[config.mk]
export PLATFORM = sky130hd
export DESIGN_NAME = sync_fifo_param
export DESIGN_NICKNAME = d
export VERILOG_FILES = /design/src/rtl/sync_fifo_param.sv
export SDC_FILE = /design/constraint.sdc
export NUM_CORES = 2
export LEC_CHECK = 0
export BUFFER_PORTS_ARGS = -buffer_cell sky130_fd_sc_hd__buf_2
export CAP_MARGIN = 10
export CELL_PAD_IN_SITES_DETAIL_PLACEMENT = 1
export CELL_PAD_IN_SITES_GLOBAL_PLACEMENT = 1
export CORE_MARGIN = 1.5
export CORE_UTILIZATION = 30
export DETAILED_ROUTE_END_ITERATION = 10
export PLACE_DENSITY = 0.46
export SYNTH_ARGS = -nofsm -noshare
export SYNTH_HDL_FRONTEND = slang
export SYNTH_SLANG_ARGS = --single-unit
[constraint.sdc]
create_clock -name clk -period 4.5 [get_ports clk]
set_input_delay 0.9 -clock clk [delete_from_list [all_inputs] [get_ports clk]]
set_output_delay 0.9 -clock clk [all_outputs]
set_load 0.01 [all_outputs]
[src/rtl/sync_fifo_param.sv]
// sync_fifo_param: single-clock FIFO with arbitrary depth, first-word-fall-through
// read port, occupancy count and almost-full/almost-empty flags.
//
// Ports:
//   clk, rst     clock (rising edge) and asynchronous active-high reset
//   writeValid   producer offers writeData          writeReady  FIFO can take a write
//   readValid    consumer takes the head entry      readReady   head entry available
//   readData     head entry, valid while readReady = 1
//   fillCount    current occupancy (0..FIFO_DEPTH)
//   almostFull   fillCount >= AFULL_THRESH          almostEmpty fillCount <= AEMPTY_THRESH
//   dropCount    overwritten-entry count, saturating (only with SYNC_FIFO_DROP_OLDEST_EN)
//
// Build option: define SYNC_FIFO_DROP_OLDEST_EN for overwrite mode, where a write into a
// full FIFO replaces the oldest entry instead of being backpressured.

module sync_fifo_param #(
    parameter int unsigned FIFO_WIDTH    = 8,
    parameter int unsigned FIFO_DEPTH    = 255,
    parameter int unsigned AFULL_THRESH  = 240,
    parameter int unsigned AEMPTY_THRESH = 15
) (
    input  logic                            clk,
    input  logic                            rst,
    input  logic                            writeValid,
    input  logic [FIFO_WIDTH-1:0]           writeData,
    output logic                            writeReady,
    input  logic                            readValid,
    output logic [FIFO_WIDTH-1:0]           readData,
    output logic                            readReady,
    output logic [$clog2(FIFO_DEPTH+1)-1:0] fillCount,
    output logic                            almostFull,
`ifdef SYNC_FIFO_DROP_OLDEST_EN
    output logic                            almostEmpty,
    output logic [15:0]                     dropCount
`else
    output logic                            almostEmpty
`endif
);

    localparam int unsigned CNT_W = $clog2(FIFO_DEPTH + 1);
    localparam int unsigned PTR_W = $clog2(FIFO_DEPTH);

    // Parameter sanity checks at elaboration
    if (FIFO_DEPTH < 2) begin : g_bad_depth
        $error("sync_fifo_param: FIFO_DEPTH must be >= 2");
    end
    if (AFULL_THRESH < 1 || AFULL_THRESH > FIFO_DEPTH) begin : g_bad_afull
        $error("sync_fifo_param: AFULL_THRESH must be in 1..FIFO_DEPTH");
    end
    if (AEMPTY_THRESH > FIFO_DEPTH - 1) begin : g_bad_aempty
        $error("sync_fifo_param: AEMPTY_THRESH must be in 0..FIFO_DEPTH-1");
    end

    logic [FIFO_WIDTH-1:0] mem_q [FIFO_DEPTH];
    logic [PTR_W-1:0]      wr_ptr_q, wr_ptr_d;
    logic [PTR_W-1:0]      rd_ptr_q, rd_ptr_d;
    logic [CNT_W-1:0]      count_q, count_d;
    logic                  full;
    logic                  wr_en;
    logic                  rd_en;
    logic                  drop;

    // Explicit wrap so non-power-of-two depths index correctly
    function automatic logic [PTR_W-1:0] ptr_inc(input logic [PTR_W-1:0] p);
        return (p == PTR_W'(FIFO_DEPTH - 1)) ? '0 : p + PTR_W'(1);
    endfunction

    // Status decoded from the registered count
    always_comb begin
        full        = (count_q == CNT_W'(FIFO_DEPTH));
        readReady   = (count_q != '0);
        fillCount   = count_q;
        almostFull  = (count_q >= CNT_W'(AFULL_THRESH));
        almostEmpty = (count_q <= CNT_W'(AEMPTY_THRESH));
        readData    = mem_q[rd_ptr_q];
`ifdef SYNC_FIFO_DROP_OLDEST_EN
        writeReady  = 1'b1;
`else
        writeReady  = !full;
`endif
        wr_en       = writeValid && writeReady;
        rd_en       = readValid && readReady;
        // Overwrite of the oldest entry only when full and nothing is read this cycle
`ifdef SYNC_FIFO_DROP_OLDEST_EN
        drop        = wr_en && full && !rd_en;
`else
        drop        = 1'b0;
`endif
    end

    // Pointer and occupancy next state
    always_comb begin
        wr_ptr_d = wr_ptr_q;
        rd_ptr_d = rd_ptr_q;
        count_d  = count_q;
        if (wr_en) begin
            wr_ptr_d = ptr_inc(wr_ptr_q);
        end
        if (rd_en || drop) begin
            rd_ptr_d = ptr_inc(rd_ptr_q);
        end
        if (wr_en && !rd_en && !drop) begin
            count_d = count_q + CNT_W'(1);
        end else if (rd_en && !wr_en) begin
            count_d = count_q - CNT_W'(1);
        end
    end

    always_ff @(posedge clk or posedge rst) begin
        if (rst) begin
            wr_ptr_q <= '0;
            rd_ptr_q <= '0;
            count_q  <= '0;
        end else begin
            wr_ptr_q <= wr_ptr_d;
            rd_ptr_q <= rd_ptr_d;
            count_q  <= count_d;
        end
    end

    // Storage is not reset; contents are meaningless until written
    always_ff @(posedge clk) begin
        if (wr_en) begin
            mem_q[wr_ptr_q] <= writeData;
        end
    end

`ifdef SYNC_FIFO_DROP_OLDEST_EN
    logic [15:0] drop_cnt_q, drop_cnt_d;

    // Saturating count of overwritten entries
    always_comb begin
        drop_cnt_d = drop_cnt_q;
        if (drop && (drop_cnt_q != 16'hFFFF)) begin
            drop_cnt_d = drop_cnt_q + 16'd1;
        end
    end

    always_ff @(posedge clk or posedge rst) begin
        if (rst) begin
            drop_cnt_q <= '0;
        end else begin
            drop_cnt_q <= drop_cnt_d;
        end
    end

    assign dropCount = drop_cnt_q;
`endif

endmodule

### Word-level counts from Yosys, hierarchy flattened

Memories as Yosys holds them, arrays and structs flattened.
Index checks and enable logic that the tools add are counted.

* input port bits: 12
* RAM bits: 2040
* memories: 1
* output and inout bits: 20
* register bits after elaboration: 24

Memory list
* mem_q: words 255, bits a word 8, read ports 1, clocked after Yosys merged registers in 0, wr ports 1, RTL line 54 `logic [FIFO_WIDTH-1:0] mem_q [FIFO_DEPTH];`

* equal/unequal tests: 3
* reduce and logical (&&, ||, !) cells: 9
* add/subtract/negate cells: 4
* muxes and demuxes: 6
* $lt $le $gt $ge: 2

Operator list (number)
* $mux 8: 4
* $add 8x1->8 const B: 3
* $eq 8x8->1 const B: 3
* $ge 8x8->1 const B: 1
* $le 8x4->1 const B: 1
* $reduce_bool 8->1: 1
* $sub 8x1->8 const B: 1
* $logic_and 1x1->1: 4
* $logic_not 1->1: 3
* $mux 1: 2
* $reduce_bool 2->1: 1

### Longest topological paths before layout

* depth after elaboration: 7
* depth in mapped cells: 15
* depth with buffers taken out: 14

### Least setup slack after synthesis

Ideal clock, no wire load.

* kind: register to register
* start: register count_q[5] (netlist: fillCount[5])
* end: register count_q[7] (netlist: fillCount[7])
* slack: 0.936 ns
* data required time: 4.420 ns
* arrival time: 3.485 ns
* stages on the path, launching flop included: 15
* clock period less this slack: 3.564 ns
* setup time: 0.080 ns
* cell sequence: dfrtp_1 nor4_1 nand2_1 nand2_1 clkbuf_1 ha_1 inv_1 ha_1 a21o_1 a21oi_1 nand2b_1 a21oi_1 o41ai_1 mux2i_1 xnor2_1

* elaborated cells on any way between the ends: 14
* classes of those cells: add/sub (2); eq/ne (1); mux (2); reduce/logical (9)

RTL lines
* start: declaration: RTL line 57 `logic [CNT_W-1:0] count_q, count_d;`
* start signal: assignment: RTL line 117 `count_q <= count_d;`
* $reduce_bool 8->1 *: RTL line 71 `readReady = (count_q != '0);`
* named net readReady: RTL line 29 `output logic readReady,`
* $logic_and 1x1->1 *: RTL line 82 `rd_en = readValid && readReady;`
* $logic_not 1->1: RTL line 102 `if (wr_en && !rd_en && !drop) begin`
* $logic_and 1x1->1: RTL line 102
* $mux 8 or $reduce_bool 2->1 (tied branches)

The timed path passes the listed nets; every way through them passes the cells marked *. The select of a mux whose other input is x is not followed.
A chain may end at the register's enable or synchronous reset.

### Final worst setup path

* start: register rd_ptr_q[0]
* end: output readData[4]

* cells in the longest elaborated chain, start to end: 1

Ends and longest elaborated chain
* start: declaration: RTL line 56 `logic [PTR_W-1:0] rd_ptr_q, rd_ptr_d;`
* start signal: assignment: RTL line 116 `rd_ptr_q <= rd_ptr_d;`
* $mem_v2 255x8
* end: declaration: RTL line 28 `output logic [FIFO_WIDTH-1:0] readData,`

No other way between the ends.

==> impl_metrics.json <==
{
  "status": "finished, violations left",
  "violations": "negative setup slack",
  "synth.net_count": 3955,
  "synthAdderAreaFrac_pct": 0.225,
  "num_io_pins": 32,
  "fin_crit_sh_pct": 109,
  "cts_buffers": 231,
  "synth_cell_types": 73,
  "h-tree-depth": 4,
  "critPathMostFrequentCell": "buf_4",
  "drive_above_1_share_pct": 32.5,
  "fin_ws_ps": -392,
  "clk_latency_ps": 930,
  "fin_skew_ps": 97.0,
  "setup_tns_ps": -2760,
  "vias_per_cell": 5.11,
  "synthFlopType": "edfxtp_1",
  "synthMuxAreaShare_pct": 15.4,
  "rrSetupSlack_ps": 850,
  "synth-simple-area-share_pct": 2.87,
  "setup_violations": 8,
  "slew_violations": 0,
  "synth_top_family_by_area": "multiplexers",
  "synth_area_per_cell_um2": 20.7,
  "hold_class": "primary input to asynchronous set/reset pin",
  "grt_max_degree": 132,
  "criticalPathCategory": "register to output port",
  "first_pass_iters": 5,
  "start_util_pct": 30.2,
  "fp.dieW_um": 523,
  "cts_root_buffer": "clkbuf_16",
  "synth_area_mm2": 0.0812,
  "synth_edf_count": 2040,
  "core-area_mm2": 0.269,
  "fillers": 26119,
  "hold_buffers": 0,
  "area_growth_pct": 20.9,
  "crit_path_top_delay_cell": "mux4_2",
  "overflow": 0,
  "place.gp.congestion": 0.797,
  "required_ps": 3600,
  "path_buf_inv": 5,
  "grt_usage_pct": 18.9,
  "drtAntennaViolNets": 0,
  "synth_compound_area_share_pct": 3.13,
  "grt_pass1_wl_mm": 365,
  "fmax_mhz": 204,
  "synth-seq-cells": 2064,
  "ff2ff_path_depth": 8,
  "netlist.top_cell.by_area": "edfxtp_1",
  "syn_inst": 3929,
  "powerDensity_mw_per_mm2": 573,
  "cts_sinks": 2064,
  "clk_path_buf_depth": 4,
  "path_delay_family": "compound AO/OA/AOI/OAI gates",
  "wl_mm": 260,
  "utilization_pct": 36.5,
  "vias": 42167,
  "synth.area.top_cells": "edfxtp_1 75%, mux4_2 12%, mux2i_1 2.7%, nor2_1 1.4%, dfrtp_1 0.74%",
  "synth.yosys.seq_area_share_pct": 76.2,
  "dieArea_mm2": 0.274,
  "tightest_slew_ps": 1140,
  "r2r_start": "fillCount[0]",
  "nets": 4544,
  "fin_cells": 8249,
  "dp_hpwl_mm": 164,
  "pre_cts_slack_ps": -265,
  "slew_headroom_pct": 23.9,
  "antenna_found_initial": 10,
  "place_area_mm2": 0.0886,
  "final_area_mm2": 0.0981,
  "port_buffers": 31,
  "grt_pass1_vias": 44324,
  "worstPathArrival_ps": 3990,
  "yosysMostFrequentCell": "edfxtp_1",
  "async_flop_share_pct": 1.16,
  "yosysWarnings": 0,
  "wl_per_cell_um": 31.5,
  "die_h_um": 523,
  "maxCapViolations": 0,
  "worst_setup_path_start_kind": "register",
  "slowest_delay_ps": 490,
  "crit_chain": "buf_12 -> buf_16 -> buf_4 -> mux4_2 -> mux2_2 -> nand3_1 -> o311ai_1 -> a21oi_2 -> o21ai_1 -> buf_4 -> o21a_4 -> buf_6",
  "critPathMaxFanout": 13,
  "layout_min_cycle_time_ps": 4890,
  "dp_cells": 7751,
  "path_clk_slew_ps": 70,
  "max-vdd-ir-drop_mv": 0.337,
  "reg2reg_to": "mem_q[91][5]",
  "p_leak_nw": 31.3,
  "worst_setup_path_end_kind": "output port",
  "yosysTopAreaCellShare_pct": 75.5,
  "ys_top_cells_by_count": "2,040 x edfxtp_1, 439 x mux4_2, 313 x nor2_1",
  "cts_tree": "done",
  "rsz0062_at_grt": "yes",
  "drtIter0Drc": 3530,
  "fp-row-count": 190,
  "synth_xor_xnor_area_share_pct": 0.0863,
  "drc": 0,
  "finalHoldViolCount": 0
}
[worst reg2reg max path, stage by stage (launching register included)]
cell     delay [ps]
dfrtp_1         450
and4_1          220
nand2_1         220
nand2_1         140
buf_4           200
nor3b_1         300
buf_4           230
nand2_1         520
nor2_1         1030
[layer usage]
layer	GRT usage [%]	wire length, µm	share of wire, %	vias to the layer above
met5	0	0	0	-
met4	4.06	5290	2.0	0
met3	2.25	9740	3.7	291
met2	30.7	124000	48	937
met1	27.3	121000	46	23380
li1	-	-	-	17559
[registers in the layout, indices dropped and copies added (netlist names)]
name       flops
mem_q       2040
fillCount      8
rd_ptr_q       8
wr_ptr_q       8
[through the flow]
stage	hold WS (ps)	total power [mW]
2_1_floorplan	539	29.6
3_3_place_gp	540	36.8
3_5_place_dp	538	36.8
4_1_cts	77.1	56.5
5_1_grt	134	58.0
6_report	115	56.2
[placed cells by master (no fill, tap or decap), types with 9 or more instances in the layout]
cell type,n
buf_2,19
edfxtp_1,2040
nand3_1,35
nor2b_1,11
bufinv_16,18
and3_1,9
o221ai_1,39
buf_6,29
mux4_1,12
mux2i_1,195
clkbuf_1,43
o221ai_2,20
ha_1,13
o22ai_1,30
o21ai_0,36
inv_1,13
buf_8,12
clkinv_1,61
buf_4,435
nand2_1,99
nor2_1,304
mux2i_2,17
a22oi_2,11
a31oi_1,17
clkbuf_16,234
buf_16,21
clkinv_2,37
mux4_2,440
nand2_2,14
a21oi_1,47
dfrtp_1,18
nor3_1,17
buf_12,64
a22oi_1,33
a21oi_2,18
[cell families after synthesis]
logic type,count (synthesis)
AO/OA/AOI/OAI,361
XOR/XNOR,8
adder cells (fa/ha/maj),14
buffers and inverters,248
flip-flops,2064
multiplexers,678
AND/OR/NAND/NOR,556
[area by class of cell]
| class | count | area (µm²) | share of cell area (%) |
|---|---|---|---|
| multi-input combinational | 1617 | 18600 | 19.0 |
| inverter | 16 | 67.6 | 0.0688 |
| timing repair buffer | 588 | 5970 | 6.09 |
| antenna | 2 | 5.00 | 0.00510 |
| tap | 3552 | 4440 | 4.53 |
| clock inverter | 135 | 1190 | 1.22 |
| clock buffer | 275 | 5970 | 6.08 |
| sequential | 2064 | 61900 | 63.1 |
[timing repair]
action / 4_1_cts / 5_1_grt
setup endpoints to repair: 8 / 8
gates resized for setup: 184 / 70
gates cloned: 13 / 2
setup buffers: 59 / 17
pin swaps: 35 / 34
[worst max-delay path by stage]
stage	end	slack (ps)	depth (start not counted)	startpoint
6_report	readData[4]	-390	12	rd_ptr_q[0]
5_1_grt	readData[0]	-470	11	rd_ptr_q[0]
4_1_cts	readData[4]	-480	13	rd_ptr_q[0]
3_5_place_dp	readData[7]	-260	13	rd_ptr_q[0]
3_3_place_gp	readData[4]	-520	9	rd_ptr_q[0]
2_1_floorplan	fillCount[7]	940	14	fillCount[5]
[where the power goes]
part | internal (mW) | switching (mW) | leakage [nW]
Combinational | 6.84 | 9.47 | 9.18
Sequential | 21.4 | 0.249 | 18.6
Clock | 10.4 | 7.83 | 3.49
Power figures use the tool's default switching activity.
